==> src/rtl/mux4_rr_arbiter.sv <==
// ---------------------------------------------------------------------------
// mux4_rr_arbiter
//   Round-robin arbiter that shares one 4:1 32-bit mux-fronted resource
//   among four requesters. It drives the mux select and a one-hot grant, and
//   holds a grant across a multi-cycle transaction. The grant ends when the
//   resource signals Done, when the granted requester drops its request, or
//   when the hold limit is reached.
//
// Parameters
//   MAX_HOLD : maximum cycles a single grant may be held (>= 2)
//   CNT_W    : hold-counter width, 2**CNT_W >= MAX_HOLD
//
// Ports
//   Clk      in   1  clock, rising edge
//   Rst      in   1  asynchronous reset, active-low
//   Req      in   4  request per requester (Req[i] feeds mux input i)
//   Done     in   1  resource finished current transaction
//   Sel      out  2  registered mux select (index of granted requester)
//   Gnt      out  4  registered one-hot grant, 0000 when idle
//   GntValid out  1  registered, high while any grant is active
//   Timeout  out  1  registered 1-cycle pulse: grant revoked by hold limit
// ---------------------------------------------------------------------------
module mux4_rr_arbiter #(
  parameter int MAX_HOLD = 15,
  parameter int CNT_W    = 4
) (
  input  logic       Clk,
  input  logic       Rst,
  input  logic [3:0] Req,
  input  logic       Done,
  output logic [1:0] Sel,
  output logic [3:0] Gnt,
  output logic       GntValid,
  output logic       Timeout
);

  typedef enum logic {
    IDLE = 1'b0,
    BUSY = 1'b1
  } state_t;

  state_t           state_q,   state_d;
  logic [1:0]       sel_q,     sel_d;
  logic [3:0]       gnt_q,     gnt_d;
  logic             valid_q,   valid_d;
  logic             timeout_q, timeout_d;
  logic [CNT_W-1:0] cnt_q,     cnt_d;
  logic [1:0]       last_q,    last_d;

  localparam logic [CNT_W-1:0] CntLast = CNT_W'(MAX_HOLD - 1);

  // Search Last+1, Last+2, Last+3, Last (mod 4) for the first set request.
  // The 2-bit add wraps naturally; k=4 lands back on Last, so the most
  // recently served requester only wins when nobody else is asking.
  function automatic logic [1:0] rr_pick(input logic [3:0] req,
                                         input logic [1:0] last);
    logic [1:0] idx;
    logic       found;
    rr_pick = last;
    found   = 1'b0;
    for (int k = 1; k <= 4; k++) begin
      idx = last + 2'(k);
      if (!found && req[idx]) begin
        rr_pick = idx;
        found   = 1'b1;
      end
    end
  endfunction

  logic [1:0] pick;
  assign pick = rr_pick(Req, last_q);

  always_comb begin
    state_d   = state_q;
    sel_d     = sel_q;
    gnt_d     = gnt_q;
    valid_d   = valid_q;
    timeout_d = 1'b0;
    cnt_d     = cnt_q;
    last_d    = last_q;

    unique case (state_q)
      IDLE: begin
        // Sel is left alone while idle so the mux output stays stable.
        if (Req != 4'b0000) begin
          sel_d   = pick;
          gnt_d   = 4'b0001 << pick;
          valid_d = 1'b1;
          cnt_d   = '0;
          state_d = BUSY;
        end
      end
      BUSY: begin
        if (Done || !Req[sel_q] || (cnt_q == CntLast)) begin
          // Done beats an abandoned request, which beats the hold limit;
          // only a pure hold-limit release raises Timeout.
          timeout_d = !Done && Req[sel_q];
          gnt_d     = 4'b0000;
          valid_d   = 1'b0;
          last_d    = sel_q;
          state_d   = IDLE;
        end else begin
          cnt_d = cnt_q + 1'b1;
        end
      end
      default: state_d = IDLE;
    endcase
  end

  always_ff @(posedge Clk or negedge Rst) begin
    if (!Rst) begin
      state_q   <= IDLE;
      sel_q     <= 2'b00;
      gnt_q     <= 4'b0000;
      valid_q   <= 1'b0;
      timeout_q <= 1'b0;
      cnt_q     <= '0;
      last_q    <= 2'b11;
    end else begin
      state_q   <= state_d;
      sel_q     <= sel_d;
      gnt_q     <= gnt_d;
      valid_q   <= valid_d;
      timeout_q <= timeout_d;
      cnt_q     <= cnt_d;
      last_q    <= last_d;
    end
  end

  assign Sel      = sel_q;
  assign Gnt      = gnt_q;
  assign GntValid = valid_q;
  assign Timeout  = timeout_q;

endmodule

==> config.mk <==
export PLATFORM = sky130hd
export DESIGN_NAME = mux4_rr_arbiter
export DESIGN_NICKNAME = d
export VERILOG_FILES = /design/src/rtl/mux4_rr_arbiter.sv
export SDC_FILE = /design/constraint.sdc
export NUM_CORES = 1
export LEC_CHECK = 0
export ABC_AREA = 1
export CORE_ASPECT_RATIO = 1.4
export CORE_UTILIZATION = 45
export CTS_CLUSTER_SIZE = 14
export DETAILED_ROUTE_END_ITERATION = 7
export PLACE_DENSITY = 0.78
export SLEW_MARGIN = 30
export SYNTH_ARGS = -nofsm -noshare
export SYNTH_HDL_FRONTEND = slang
export SYNTH_SLANG_ARGS = --single-unit
==> constraint.sdc <==
create_clock -name Clk -period 1.89 [get_ports Clk]
set_clock_uncertainty 0.15 [all_clocks]
set_input_delay 0.2835 -clock Clk [delete_from_list [all_inputs] [get_ports Clk]]
set_output_delay 0.2835 -clock Clk [all_outputs]
set_load 0.01 [all_outputs]
==> impl_metrics.py, run 1 <==
metrics = {
    "timing": {
        "finalCriticalPeriod_ns": 1.762,
        "maxSlewViolCount": 0,
        "setup_viol": 0,
        "tightestPinTransition_ns": 0.2831,
        "rsz0062_at_grt": "yes",
        "setup_ws_ns": 0.1281,
        "fmax_mhz": 567.6,
        "period_share_pct": 93.22,
        "final_hold_viol_count": 0,
        "slew_headroom_pct": 81.08,
    },
    "clock_network": {
        "htreeDepth": 1,
        "cts_sinks": 15,
        "insertion_delay_ns": 0.28,
        "root_buffer": "clkbuf_4",
        "cts_buffer_depth": 2,
        "clk_pin_slew_worst_paths_ns": 0.10,
        "cts_tree": "yes",
        "cts_hold_buf": 0,
        "numCtsBuffers": 3,
    },
    "routing": {
        "dr.pass1.iters": 4,
        "post_drt_wl_per_cell_um": 11.76,
        "ant_nets": 0,
        "drc": 0,
        "viasPerCell": 5.121,
        "vias": 932,
        "wirelength_um": 2140,
        "drt_iter0_drc": 15,
    },
    "grt": {
        "grt_util_met2_pct": 35.04,
        "grt_pass1_wl_um": 3732,
        "grt_usage_pct": 19.48,
        "grt-busiest-layer": "met2",
        "antenna_found_initial": 0,
        "met3_usage_pct": 1.246,
        "grt-ovfl-total": 0,
        "grt_max_degree": 16,
        "grt_pass1_vias": 939,
        "grtUsageMet1_pct": 23.08,
    },
    "logic_synthesis": {
        "synth_compound_area_share_pct": 3.894,
        "syn_area_per_cell_um2": 7.114,
        "syn_nets": 149,
        "synthSimpleGateAreaFrac_pct": 46.61,
        "seq_area_frac_synth_pct": 37.94,
        "synth_top_family_by_area": "simple AND/OR/NAND/NOR gates",
        "synthAdderAreaFrac_pct": 2.513,
        "postSynthCellCount": 140,
        "ys_warn_count": 0,
        "netlist_area_um2": 996.0,
        "synthMuxAreaShare_pct": 1.005,
        "yosysUniqueCellTypes": 22,
        "synth-xor-area-share_pct": 1.759,
        "yosys_register_bits": 15,
    },
    "setup_path": {
        "regToRegEndpoint": "Gnt[3]$_DFFE_PN0P_",
        "worst_r2r_path_depth": 12,
        "critPathMaxFanout": 8,
        "timing.rr.start": "last_q[0]$_DFFE_PN1P_",
        "ff2ff_setup_slack_ns": 0.13,
        "critPathCaptureType": "flip-flop",
        "criticalPathCategory": "flip-flop to flip-flop",
        "crit_required_ns": 1.92,
        "critPathLaunchType": "flip-flop",
        "arrival_ns": 1.79,
    },
    "cells_and_area": {
        "nNetsFinal": 171,
        "instances_no_fill": 182,
        "multi_input_area_um2": 574.3,
        "antenna_cells": 0,
        "area_growth_pct": 25.50,
        "finish.utilization_pct": 61.86,
        "fillers": 181,
        "register_area_um2": 377.9,
        "drive_above_1_share_pct": 22.36,
    },
    "power_and_ir_drop": {
        "leakage_uw": 0.0006688,
        "switching_share_pct": 49.95,
        "switchingPower_uw": 1086,
        "power.internal_uw": 1088,
        "power.share.clock_pct": 8.5,
        "power_density_nw_per_um2": 1740,
        "seq_power_share_pct": 26.3,
        "p_comb_share_pct": 65.2,
        "ir_drop_uv": 905.4,
    },
    "floorplanning": {
        "io-pin-count": 15,
        "rows": 19,
        "core_area_um2": 2021,
        "fp.dieH_um": 57.67,
        "start_util_pct": 49.29,
        "design.die.area_um2": 2408,
        "die_x_um": 41.76,
    },
    "worst_hold_path": {
        "hold_path.class": "primary input to asynchronous set/reset pin",
    },
    "placed_design": {
        "dp.cells": 177,
        "dp_hpwl_um": 1617,
        "gp_congestion": 0.9083,
        "port-buffer-count": 14,
        "post-place-ws_ns": -0.06533,
    },
    "run_status": {
        "outcome": "finished, final reports clean",
    },
    "run": {
        "max-cap-violations": 0,
    },
}
[flip-flops by register name (all words and copies together) (netlist names)]
signal	flops
Gnt	4
GntValid	1
Sel	2
Timeout	1
cnt_q	4
last_q	2
state_q	1
[worst max-delay path by stage]
stage,from,end,slack (ns),depth (start not counted)
floorplan,last_q[0]$_DFFE_PN1P_,Gnt[2]$_DFFE_PN0P_,0.27,12
global placement,Req[2],cnt_q[2]$_DFFE_PN0P_,-0.05,9
detailed placement,Req[2],cnt_q[2]$_DFFE_PN0P_,-0.07,9
CTS,last_q[0]$_DFFE_PN1P_,Gnt[3]$_DFFE_PN0P_,0.04,11
global route,last_q[0]$_DFFE_PN1P_,Gnt[0]$_DFFE_PN0P_,-0.05,11
finish,last_q[0]$_DFFE_PN1P_,Gnt[3]$_DFFE_PN0P_,0.13,12
[layout by cell type (no fill, tap or decap)]
cell type	count
nor2_1	7
o21ai_0	3
dfstp_2	2
nand2_2	10
buf_4	3
nor2_2	2
a21oi_2	1
nand3_4	1
clkbuf_4	3
o21ai_2	1
clkinv_2	1
o21ai_1	2
inv_1	7
ha_1	2
buf_12	1
inv_2	3
clkdlybuf4s50_1	14
buf_6	1
nand3_1	21
xor2_1	2
nand2_4	4
nor2_4	1
nand2_1	53
mux2i_1	1
dfrtp_1	13
inv_4	2
[critical path, cell delays in order (launching register included)]
cell     delay, ns
dfstp_2       0.64
buf_6         0.13
nand2_2       0.06
nand2_4       0.08
nand2_4       0.07
nand2_4       0.11
inv_4         0.05
nand3_1       0.07
nand2_1       0.06
nand2_1       0.07
nand2_2       0.06
nand2_1       0.07
nand2_1       0.05
[layer usage]
layer,up-vias,share of wire [%]
met5,-,0
met4,0,2.3
met3,6,2.1
met2,12,54
met1,431,42
li1,483,-
[area by class of cell]
| type | count | area share (%) |
|---|---|---|
| Clock buffer | 3 | 1.802 |
| Inverter | 12 | 4.004 |
| Sequential cell | 15 | 30.23 |
| Multi-Input combinational cell | 111 | 45.95 |
| Timing Repair Buffer | 19 | 15.52 |
| Clock inverter | 1 | 0.4004 |
| Tap cell | 21 | 2.102 |
[repair_timing]
item / CTS / global route
gates resized for setup: 0 / 9
setup buffers: 0 / 1
setup endpoints to repair: 0 / 6
[power groups by stage]
stage	clock [uW]	combinational [uW]	sequential, uW
global route	196	1610	592
global placement	0	1320	566
CTS	189	1360	563
floorplan	0	988	563
detailed placement	0	1350	569
finish	184	1420	573
[metrics by stage]
step	hold slack [ns]	area (um^2)	setup TNS, ns	power (uW)
2_1_floorplan	-0.1621	996.0	0	1551
3_3_place_gp	0.3089	1190	-0.1191	1884
3_5_place_dp	0.3268	1190	-0.2349	1922
4_1_cts	0.1476	1217	0	2112
5_1_grt	0.1682	1250	-0.1559	2401
6_report	0.1503	1250	0	2175
[Yosys cell counts]
cell type	number	area, um^2
dfrtp_1	13	325.3
a21oi_2	1	8.760
nand2_4	2	22.52
nor2_1	7	26.28
inv_4	1	6.260
o21ai_1	2	10.01
nand2_1	55	206.5
nor2_4	1	11.26
inv_1	7	26.28
nand2_2	10	62.56
xor2_1	2	17.52
nand3_4	1	17.52
clkinv_1	1	3.750
inv_2	3	11.26
ha_1	2	25.02
clkbuf_1	1	3.750
nand3_1	21	105.1
o21ai_0	4	20.02
mux2i_1	1	10.01
buf_6	1	11.26
nor2_2	2	12.51
dfstp_2	2	52.55
[cell families (layout without fill, tap and decap cells)]
family / count (synthesis) / count (layout)
and+or+nand+nor: 99 / 99
DFF: 15 / 15
buffers and inverters: 14 / 35
AOI/OAI and AO/OA: 7 / 7
adders and majority gates: 2 / 2
xor gates and xnor gates: 2 / 2
muxes: 1 / 1
No activity file was read; power rests on OpenSTA's default activity.
==> inputs of run 2 (changes only) <==
- CELL_PAD_IN_SITES_DETAIL_PLACEMENT: unset -> 1
- CELL_PAD_IN_SITES_GLOBAL_PLACEMENT: unset -> 1
- CORE_UTILIZATION: 45 -> 37
- PLACE_DENSITY: 0.78 -> 0.86
==> run 2 against run 1 <==
Net effect: maximum frequency is 3.5% lower; via count is 5.7% higher; routed wire length is 22% higher; clock power is 4% lower; hold slack better by 0.0079 ns; flip-flop and latch count stayed put; critical path depth stayed put; critical endpoint unchanged; largest power group unchanged; sequential power is 1% lower; global-route usage is 0.093 points lower; utilization is 9.3 points lower; combinational power is 11% higher.
==> impl_metrics.py, run 2 (synthesis results as in run 1) <==
metrics = {
    "grt": {
        "antenna_found_initial": 0,
        "grt_pass1_vias": 1046,
        "grt_pass1_wl_um": 4250,
        "grt_usage_pct": 19.38,
        "grt-ovfl-total": 0,
        "grt_max_degree": 16,
    },
    "timing": {
        "finalCriticalPeriod_ns": 1.826,
        "maxSlewViolCount": 0,
        "setup_viol": 0,
        "whs_ns": 0.1582,
        "slew_headroom_pct": 78.94,
        "tightestPinTransition_ns": 0.3151,
        "period_share_pct": 96.63,
        "final_hold_viol_count": 0,
        "setup_ws_ns": 0.06370,
        "fmax_mhz": 547.6,
        "rsz0062_at_grt": "yes",
    },
    "power_and_ir_drop": {
        "switching_share_pct": 50.99,
        "leakage_uw": 0.0006819,
        "power.internal_uw": 1137,
        "power.share.clock_pct": 7.6,
        "switchingPower_uw": 1182,
        "seq_power_share_pct": 24.4,
        "power_density_nw_per_um2": 1787,
        "ir_drop_uv": 681.5,
        "p_comb_share_pct": 68.0,
    },
    "placed_design": {
        "post-place-ws_ns": -0.2032,
        "postPlaceCellArea_um2": 1209,
        "port-buffer-count": 14,
        "dp_hpwl_um": 2081,
        "gp_congestion": 0.8270,
    },
    "routing": {
        "dr.pass1.iters": 3,
        "wirelength_um": 2614,
        "drt_iter0_drc": 8,
        "viasPerCell": 4.950,
        "ant_nets": 0,
        "drc": 0,
        "post_drt_wl_per_cell_um": 13.14,
        "vias": 985,
    },
    "setup_path": {
        "arrival_ns": 1.85,
        "critPathLaunchType": "flip-flop",
        "startpoint": "last_q[0]$_DFFE_PN1P_",
        "regToRegEndpoint": "Gnt[3]$_DFFE_PN0P_",
        "timing.rr.start": "last_q[0]$_DFFE_PN1P_",
        "critPathCaptureType": "flip-flop",
        "worst_r2r_path_depth": 12,
        "cp-endpoint": "Gnt[3]$_DFFE_PN0P_",
        "critPathMaxFanout": 5,
        "ff2ff_setup_slack_ns": 0.06,
        "criticalPathCategory": "flip-flop to flip-flop",
        "crit_required_ns": 1.91,
    },
    "cells_and_area": {
        "fillers": 323,
        "nNetsFinal": 175,
        "layout_common_cells": "nand2_1 (52), nand3_1 (19), clkdlybuf4s50_1 (14)",
        "finish.utilization_pct": 52.53,
        "antenna_cells": 0,
        "design_area_um2": 1297,
        "drive_above_1_share_pct": 25.45,
        "area_growth_pct": 30.28,
        "final_common_cell": "nand2_1",
        "register_area_um2": 377.9,
        "multi_input_area_um2": 589.3,
    },
    "worst_hold_path": {
        "hold_path.class": "primary input to asynchronous set/reset pin",
    },
    "floorplanning": {
        "fp.dieH_um": 63.39,
        "start_util_pct": 40.32,
        "design.die.area_um2": 2906,
        "die_x_um": 45.85,
        "rows": 21,
        "io-pin-count": 15,
        "core_area_um2": 2470,
    },
    "clock_network": {
        "htreeDepth": 1,
        "cts_hold_buf": 0,
        "cts_buffer_depth": 2,
        "insertion_delay_ns": 0.28,
        "root_buffer": "clkbuf_4",
        "numCtsBuffers": 3,
        "clk_pin_slew_worst_paths_ns": 0.08,
        "cts_sinks": 15,
        "cts_tree": "yes",
    },
    "run": {
        "max-cap-violations": 0,
    },
    "run_status": {
        "outcome": "finished, final reports clean",
    },
}
## run 2: cell types whose count changed in the layout (fill, tap and decap cells not counted), moves of 2 or more
cell / before / now
nand3_2: 0 / 2
nand2_2: 10 / 12
nand3_1: 21 / 19
buf_4: 3 / 8
## run 2: power by group through the flow
| stage | sequential (uW) | clock, uW | combinational [uW] |
|---|---|---|---|
| global placement | 563 | 0 | 1360 |
| floorplan | 563 | 0 | 988 |
| CTS | 560 | 185 | 1430 |
| detailed placement | 566 | 0 | 1430 |
| global route | 576 | 200 | 1760 |
| finish | 565 | 177 | 1580 |
## run 2: timing repair
action / 4_1_cts / 5_1_grt
setup endpoints to repair: 0 / 6
gates resized for setup: 0 / 12
setup buffers: 0 / 3
## run 2: metrics by stage
stage	total power [uW]	TNS (ns)	std cells
2_1_floorplan	1551	0	140
3_5_place_dp	1994	-1.256	192
5_1_grt	2538	-0.1195	199
6_report	2319	0	199
4_1_cts	2175	0	196
3_3_place_gp	1920	-0.3487	192
## run 2: worst max-delay path, cell delays in order, from the launching register on
cell and delay [ns]:
dfstp_2 0.60, buf_6 0.13, nand2_2 0.06, nand2_2 0.11
nand2_4 0.08, nand2_4 0.11, nand2_1 0.07, nand2_1 0.11
nand2_2 0.06, nand2_1 0.07, nor2_2 0.04, nand2_1 0.07
nand2_1 0.05
## run 2: per-layer routing
metal  part of all wire (%)  vias up  GRT usage [%]
met5                      0        -              0
met4                    1.4        0          6.618
met3                    1.0        4         0.8596
met2                     61        8          37.50
met1                     37      484          20.33
li1                       -      489              -
## run 2: layout make-up
type	count	area share, %
flip-flops and latches	15	29.12
repair buffers	23	16.30
inverters	12	3.857
multi-input cells	111	45.42
clock buffers	4	2.025
well taps	34	3.279
## run 2: worst min path at each step
stage	end	slack, ns	depth (start not counted)
2_1_floorplan	GntValid$_DFFE_PN0P_	-0.16	0
3_3_place_gp	GntValid$_DFFE_PN0P_	0.30	2
3_5_place_dp	GntValid$_DFFE_PN0P_	0.33	2
4_1_cts	Gnt[0]$_DFFE_PN0P_	0.16	2
5_1_grt	state_q$_DFF_PN0_	0.18	2
6_report	Gnt[3]$_DFFE_PN0P_	0.16	2
==> inputs of run 3 (changes only) <==
- REMOVE_ABC_BUFFERS: unset -> 1
==> run 3 against run 2 <==
Net effect: critical path type unchanged; clock power barely moved; final cell count rose by 1.0%; flip-flop and latch count did not move; count of clock-buffer cells in the layout did not move; via count rose by 0.10%; first-iteration DRC count fell by 13%; global-route usage rose by 1.0 points.
==> impl_metrics.py, run 3 (synthesis results as in run 1) <==
metrics = {
    "placed_design": {
        "post-place-ws_ns": -0.1031,
        "dp.cells": 193,
        "port-buffer-count": 14,
        "gp_congestion": 0.7782,
        "dp_hpwl_um": 2108,
    },
    "clock_network": {
        "root_buffer": "clkbuf_4",
        "cts_buffer_depth": 2,
        "numCtsBuffers": 3,
        "insertion_delay_ns": 0.28,
        "htreeDepth": 1,
        "cts_sinks": 15,
        "clk_pin_slew_worst_paths_ns": 0.09,
        "cts_tree": "yes",
    },
    "grt": {
        "grt_pass1_wl_um": 4464,
        "grt-ovfl-total": 0,
        "grt_max_degree": 16,
        "antenna_found_initial": 0,
        "grt_pass1_vias": 1033,
        "grt_usage_pct": 20.39,
    },
    "run_status": {
        "outcome": "finished, final reports clean",
    },
    "floorplanning": {
        "die_x_um": 45.85,
        "core_area_um2": 2470,
        "design.die.area_um2": 2906,
        "io-pin-count": 15,
        "start_util_pct": 40.32,
        "fp.dieH_um": 63.39,
        "rows": 21,
    },
    "power_and_ir_drop": {
        "power_uw": 2389,
        "leakage_uw": 0.0006940,
        "power_density_nw_per_um2": 1799,
        "ir_drop_uv": 768.8,
    },
    "timing": {
        "whs_ns": 0.1678,
        "final_hold_viol_count": 0,
        "maxSlewViolCount": 0,
        "tightestPinTransition_ns": 0.2789,
        "period_share_pct": 95.37,
        "setup_ws_ns": 0.08753,
        "slew_headroom_pct": 81.36,
        "fmax_mhz": 554.8,
        "rsz0062_at_grt": "yes",
        "finalCriticalPeriod_ns": 1.802,
        "setup_viol": 0,
    },
    "setup_path": {
        "crit_required_ns": 1.91,
        "critPathLaunchType": "flip-flop",
        "critPathCaptureType": "flip-flop",
        "critPathMaxFanout": 6,
        "slowest_stage": "dfstp_2",
        "slowest_delay_ns": 0.63,
        "cp_cell_sequence": "buf_6, nand2_1, nand2_2, nand2_4, nand2_8, inv_4, nand3_4, inv_2, nand2_1, nand2_1, nand2_1, nand2_1",
        "criticalPathCategory": "flip-flop to flip-flop",
        "arrival_ns": 1.83,
        "path_common_cell": "nand2_1",
    },
    "routing": {
        "drc": 0,
        "viasPerCell": 4.905,
        "ant_nets": 0,
        "met2WireLength_um": 1618,
        "dr_wl_met3_um": 26,
        "dr.pass1.iters": 4,
        "vias": 986,
        "wirelength_um": 2671,
        "drt_iter0_drc": 7,
        "met1_length_um": 997,
        "top_layer_used": "met4",
        "post_drt_wl_per_cell_um": 13.29,
    },
    "cells_and_area": {
        "final_common_cell": "nand2_1",
        "layout_common_cells": "nand2_1 (49), nand3_1 (21), nand2_2 (14), clkdlybuf4s50_1 (14), dfrtp_1 (13)",
        "instances_no_fill": 201,
        "antenna_cells": 0,
        "drive_above_1_share_pct": 26.95,
        "fillers": 335,
        "nNetsFinal": 177,
        "area_growth_pct": 33.29,
    },
    "run": {
        "max-cap-violations": 0,
    },
    "worst_hold_path": {
        "hold_path.class": "primary input to asynchronous set/reset pin",
    },
}
run 3: where the power goes:
group | total [uW] | switching [uW] | internal [uW]
clock | 180 | 98.5 | 81.8
combinational | 1630 | 988 | 646
sequential | 575 | 124 | 451
run 3: worst paths after layout:
path,start,to,slack [ns],cells past startpoint
worst min register to register,GntValid$_DFFE_PN0P_,GntValid$_DFFE_PN0P_,0.34,2
worst max-delay path,last_q[0]$_DFFE_PN1P_,Gnt[1]$_DFFE_PN0P_,0.09,12
worst max register to register,last_q[0]$_DFFE_PN1P_,Gnt[1]$_DFFE_PN0P_,0.09,12
max in group asynchronous,Rst,last_q[1]$_DFFE_PN1P_,1.18,2
min in group Clk,GntValid$_DFFE_PN0P_,GntValid$_DFFE_PN0P_,0.34,2
worst min-delay path,Rst,GntValid$_DFFE_PN0P_,0.17,2
run 3: worst max-delay path: cells and delay by family, from the launching register on:
kind,cells,cell delay [ns]
AND/OR/NAND/NOR,9,0.69
buffers and inverters,3,0.21
flip-flops,1,0.63
run 3: through the flow:
| step | instance area, um^2 | utilization (%) | TNS, ns |
|---|---|---|---|
| final | 1328 | 53.75 | 0 |
| after global routing | 1328 | 53.75 | -0.1072 |
| after CTS | 1257 | 50.91 | 0 |
| after detailed placement | 1216 | 49.24 | -0.7748 |
| after global placement | 1216 | 49.24 | -0.08105 |
| after floorplan | 980.9 | - | 0 |
run 3: area by class of cell:
| type | count | area [um^2] | share of cell area [%] |
|---|---|---|---|
| multi-input cells | 111 | 600.6 | 45.24 |
| flip-flops and latches | 15 | 377.9 | 28.46 |
| repair buffers | 25 | 230.2 | 17.34 |
| inverters | 12 | 50.05 | 3.770 |
| well taps | 34 | 42.54 | 3.205 |
| clock buffers | 4 | 26.28 | 1.979 |
run 3: layer usage:
metal / vias to the layer above / global-route usage, %
li1: 494 / -
met1: 480 / 22.53
met4: 0 / 5.515
met5: - / 0
met3: 4 / 1.719
met2: 8 / 38.56
run 3: repair_timing:
| action | in CTS | in global routing |
|---|---|---|
| pin swaps | 0 | 10 |
| resized for setup | 0 | 16 |
| setup endpoints to repair | 1 | 5 |
| hold buffers | 0 | 0 |
| buffers inserted | 2 | 2 |
